==> src/rtl/mmu_input_skew.sv <==
// Input skew feeder for the systolic MMU: delays lane r by r cycles and tracks job progress.
// Optional MMU_SKEW_ZERO_BUBBLE_EN: bubbles carry zero data and inactive lanes are gated to zero.
module mmu_input_skew #(
  parameter int unsigned ROWS    = 8,
  parameter int unsigned WIDTH   = 8,
  parameter int unsigned COUNT_W = 16
) (
  input  logic                    clk,
  input  logic                    rst_n,
  input  logic                    en,
  input  logic                    start,
  input  logic [COUNT_W-1:0]      vec_count,
  input  logic                    in_valid,
  output logic                    in_ready,
  input  logic [ROWS*WIDTH-1:0]   in_data,
  output logic [ROWS*WIDTH-1:0]   data_out,
  output logic [ROWS-1:0]         active_out,
  output logic                    busy,
  output logic                    done
);

  localparam int unsigned DRAIN_W = $clog2(ROWS + 1);

  typedef enum logic [1:0] {
    S_IDLE,
    S_FEED,
    S_DRAIN,
    S_DONE
  } state_t;

  state_t               state_q, state_d;
  logic [COUNT_W-1:0]   cnt_q, cnt_d;
  logic [DRAIN_W-1:0]   drain_q, drain_d;
  logic                 accept;

  assign accept = in_valid && en && (state_q == S_FEED);

  always_comb begin
    state_d  = state_q;
    cnt_d    = cnt_q;
    drain_d  = drain_q;
    in_ready = 1'b0;
    busy     = (state_q != S_IDLE);
    done     = 1'b0;
    case (state_q)
      S_IDLE: begin
        if (start && en) begin
          cnt_d   = vec_count;
          state_d = (vec_count == '0) ? S_DONE : S_FEED;
        end
      end
      S_FEED: begin
        in_ready = en;
        if (accept) begin
          // Drain ROWS edges so DONE follows the cycle in which the last lane shows its final vector.
          if (cnt_q == COUNT_W'(1)) begin
            drain_d = DRAIN_W'(ROWS);
            state_d = S_DRAIN;
          end else begin
            cnt_d = cnt_q - 1'b1;
          end
        end
      end
      S_DRAIN: begin
        if (en) begin
          drain_d = drain_q - 1'b1;
          if (drain_q == DRAIN_W'(1)) state_d = S_DONE;
        end
      end
      S_DONE: begin
        done    = 1'b1;
        state_d = S_IDLE;
      end
      default: state_d = S_IDLE;
    endcase
  end

  always_ff @(posedge clk or negedge rst_n) begin
    if (!rst_n) begin
      state_q <= S_IDLE;
      cnt_q   <= '0;
      drain_q <= '0;
    end else begin
      state_q <= state_d;
      cnt_q   <= cnt_d;
      drain_q <= drain_d;
    end
  end

  for (genvar r = 0; r < ROWS; r++) begin : g_lane
    localparam int unsigned SW = WIDTH + 1;
    logic [WIDTH-1:0]      lane_in;
    logic [SW-1:0]         entry;
    logic [(r+1)*SW-1:0]   sr;
    logic [SW-1:0]         lane_out;

    assign lane_in = in_data[r*WIDTH +: WIDTH];

    always_comb begin
      if (accept) begin
        entry = {1'b1, lane_in};
      end else begin
`ifdef MMU_SKEW_ZERO_BUBBLE_EN
        entry = '0;
`else
        entry = {1'b0, lane_in};
`endif
      end
    end

    // Packed shift register, newest stage in the low slot; top slot is the output register.
    if (r == 0) begin : g_d1
      always_ff @(posedge clk or negedge rst_n) begin
        if (!rst_n)  sr <= '0;
        else if (en) sr <= entry;
      end
    end else begin : g_dn
      always_ff @(posedge clk or negedge rst_n) begin
        if (!rst_n)  sr <= '0;
        else if (en) sr <= {sr[r*SW-1:0], entry};
      end
    end

    assign lane_out      = sr[r*SW +: SW];
    assign active_out[r] = lane_out[WIDTH];
`ifdef MMU_SKEW_ZERO_BUBBLE_EN
    assign data_out[r*WIDTH +: WIDTH] = lane_out[WIDTH] ? lane_out[WIDTH-1:0] : '0;
`else
    assign data_out[r*WIDTH +: WIDTH] = lane_out[WIDTH-1:0];
`endif
  end

endmodule

==> config.mk <==
export PLATFORM = sky130hd
export DESIGN_NAME = mmu_input_skew
export DESIGN_NICKNAME = d
export VERILOG_FILES = /design/src/rtl/mmu_input_skew.sv
export SDC_FILE = /design/constraint.sdc
export NUM_CORES = 1
export LEC_CHECK = 0
export CORE_UTILIZATION = 55
export CTS_CLUSTER_SIZE = 30
export DETAILED_ROUTE_END_ITERATION = 8
export GPL_TIMING_DRIVEN = 1
export PLACE_DENSITY = 0.86
export SETUP_SLACK_MARGIN = 0.2
export SYNTH_ARGS = -nofsm -noshare
export SYNTH_HDL_FRONTEND = slang
export SYNTH_SLANG_ARGS = --single-unit
==> constraint.sdc <==
create_clock -name clk -period 2.9 [get_ports clk]
set_clock_uncertainty 0.15 [all_clocks]
set_input_delay 0.58 -clock clk [delete_from_list [all_inputs] [get_ports clk]]
set_output_delay 0.58 -clock clk [all_outputs]
set_load 0.03 [all_outputs]
==> metrics.yaml <==
floorplanning:
  die-area_mm2: 0.0244
  chipHeight_um: 156
  start_util: 0.559
  num_rows: 56
  num_io_pins: 160
  die_w_um: 156
  coreArea_mm2: 0.0234
clock_network:
  root_buffer: "clkbuf_16"
  cts_setup_buffers: 0
  insertion_delay_ns: 0.49
  cts_tree: "built"
  clock_sinks: 318
  cts_made_buffers: 34
  cts.clk_slew.worst_paths_ns: 0.06
  clockBufferDepth: 3
  htree_num_levels: 2
power_and_ir_drop:
  total_power_mw: 13.0
  peakVddDrop_mv: 0.627
  power_density_mw_per_mm2: 817
  cellLeakagePower_nw: 6.71
timing:
  max_freq_mhz: 388
  finalCriticalPeriod_ns: 2.58
  rsz0062_at_grt: "no"
  setup_tns_ns: 0
  setup_viol: 0
  hold_viol_final: 0
  worst_slew_pin_slew_ns: 0.818
  worst_hold_slack_ns: 0.277
  worst_slack_ns: 0.320
  slew_headroom: 0.455
  slew_violations: 0
  timing.final.crit_share: 0.890
worst_setup_path:
  cp_slowest_stage_delay_ns: 0.72
  path_cells: "ha_1 > clkdlybuf4s50_1"
  crit_type: "flip-flop to primary output"
  crit_path_end_kind: "primary output"
  worstPathArrival_ns: 1.85
  start_kind: "flip-flop"
  required_ns: 2.17
  worstPathMaxFanout: 4
  cp_slowest_cell: "clkdlybuf4s50_1"
synth:
  synthTopCellsByArea: "dfrtp_1 61%, mux2_2 25%, buf_4 3.7%"
  synthFlopType: "dfrtp_1"
  synth_seq_cells: 318
  ys_warn_count: 0
  yosys.area.top_type_share: 0.608
  async_flop_share: 1.00
  seq_area_frac_synth: 0.608
  syn-num-nets: 964
  synth_cell_type_count: 59
  syn-mean-instance-area_um2: 15.0
  netlist_instances: 871
  netlist_area_mm2: 0.0131
  synth.most_common_cell: "dfrtp_1"
  yosysTopAreaCell: "dfrtp_1"
  synth_common_cells: "318 x dfrtp_1, 295 x mux2_2, 64 x buf_4"
  synth_edf_count: 0
drt:
  drc: 0
  drt_pre_antenna_iters: 5
  wl_mm: 22.2
  ant_nets: 0
  avgRoutedWirePerCell_um: 16.7
  dr.first_iter.drc_count: 298
  vias: 7109
  vias_per_cell: 5.37
grt:
  grt_pass1_wl_mm: 37.3
  first_global_vias: 7385
  grt-ovfl-total: 0
  grt_antenna_before_repair: 0
  grtUsageTotal: 0.190
  grt_max_degree: 138
layout:
  layout.nets: 1071
  drive_gt1_frac: 0.380
  syn_to_final_growth_pct: 21.3
  antenna_cells: 0
  fillCellCount: 1614
  stdcell_count: 1323
  finish.utilization: 0.678
  postLayoutCellArea_mm2: 0.0159
placed_design:
  gp_congestion: 0.844
  placed_area_mm2: 0.0146
  io_buffers: 159
  dp_cells: 1260
  hpwl_mm: 14.4
  pre_cts_ws_ns: 0.490
flow_run:
  cap_violations: 0
hold_path:
  hold_path_class: "input pin to flip-flop"
run_status:
  status: "complete, no violations"
## cells by family after synthesis
kind of cell	count (synthesis)	synth area share
AO/OA/AOI/OAI	55	0.0365
multiplexers	299	0.257
AND/OR/NAND/NOR	71	0.0347
adder cells (fa/ha/maj)	8	0.00765
buffers and inverters	120	0.0554
flip-flops	318	0.608
## final cells by class
type                    count  area, um2  share of cell area
clock buffers              47       1020              0.0645
multi-input cells         433       4400               0.277
clock inverters            15        234              0.0147
repair buffers            176       1800               0.114
flip-flops and latches    318       7960               0.501
well taps                 319        399              0.0251
inverters                  15       56.3             0.00355
## routing by layer
layer	track usage	part of all wire
met5	0	0
met3	0.0407	0.050
met2	0.300	0.48
met1	0.261	0.45
met4	0.0668	0.023
## final timing paths
kind	startpoint	to	slack, ns	cells after the start
worst max-delay path	state_q[1]$_DFFE_PN0P_	done	0.32	2
worst min-delay path	en	g_lane[1].sr[8]$_DFFE_PN0P_	0.28	3
worst max register to register	cnt_q[10]$_DFFE_PN0P_	state_q[1]$_DFFE_PN0P_	0.44	4
worst min register to register	g_lane[3].sr[18]$_DFFE_PN0P_	g_lane[3].sr[18]$_DFFE_PN0P_	0.35	1
max in group asynchronous	rst_n	g_lane[1].sr[5]$_DFFE_PN0P_	1.37	3
min in group asynchronous	rst_n	g_lane[6].sr[21]$_DFFE_PN0P_	0.45	2
## flip-flops by register name, indices dropped and copies added, names as in the netlist
| signal | count |
|---|---|
| cnt_q | 16 |
| g_lane.sr | 288 |
| g_lane.lane_out | 8 |
| state_q | 2 |
| drain_q | 4 |
## critical path, delay by kind of cell, from the launching register on
family / cells / cell delay, ns
buffers and inverters: 1 / 0.72
flip-flops: 1 / 0.42
adder cells (fa/ha/maj): 1 / 0.22
## cell usage in the layout (no fill, tap or decap), types with 4 or more instances in the layout
cell / synthesis / layout
a32o_1: 4 / 4
nand2_1: 9 / 9
bufinv_16: 0 / 6
inv_1: 15 / 15
a21o_1: 4 / 4
nor3_1: 4 / 4
a211o_1: 6 / 6
clkinv_2: 0 / 6
dfrtp_1: 318 / 318
mux2_2: 295 / 295
a21oi_1: 4 / 4
nor4_1: 10 / 10
buf_12: 0 / 6
nor2_1: 14 / 14
buf_4: 64 / 10
clkbuf_1: 13 / 4
nand4_1: 7 / 7
nand2b_1: 5 / 5
ha_1: 8 / 8
a41oi_1: 4 / 4
clkbuf_8: 0 / 6
nor3b_1: 4 / 4
clkbuf_16: 0 / 37
clkdlybuf4s50_1: 0 / 155
## power breakdown
group	switching, mW	total [mW]	leakage [nW]	internal [mW]
Clock	1.69	4.70	0.616	3.01
Combinational	1.14	2.45	2.37	1.31
Sequential	0.476	5.81	3.73	5.34
Total	3.31	13.0	6.71	9.66
## what timing repair did
action	CTS	global route
endpoints found under the hold margin	55	0
endpoints found under the setup margin	2	0
hold buffers	1	0
resized for setup	2	0
(Power assumes the default switching activity.)
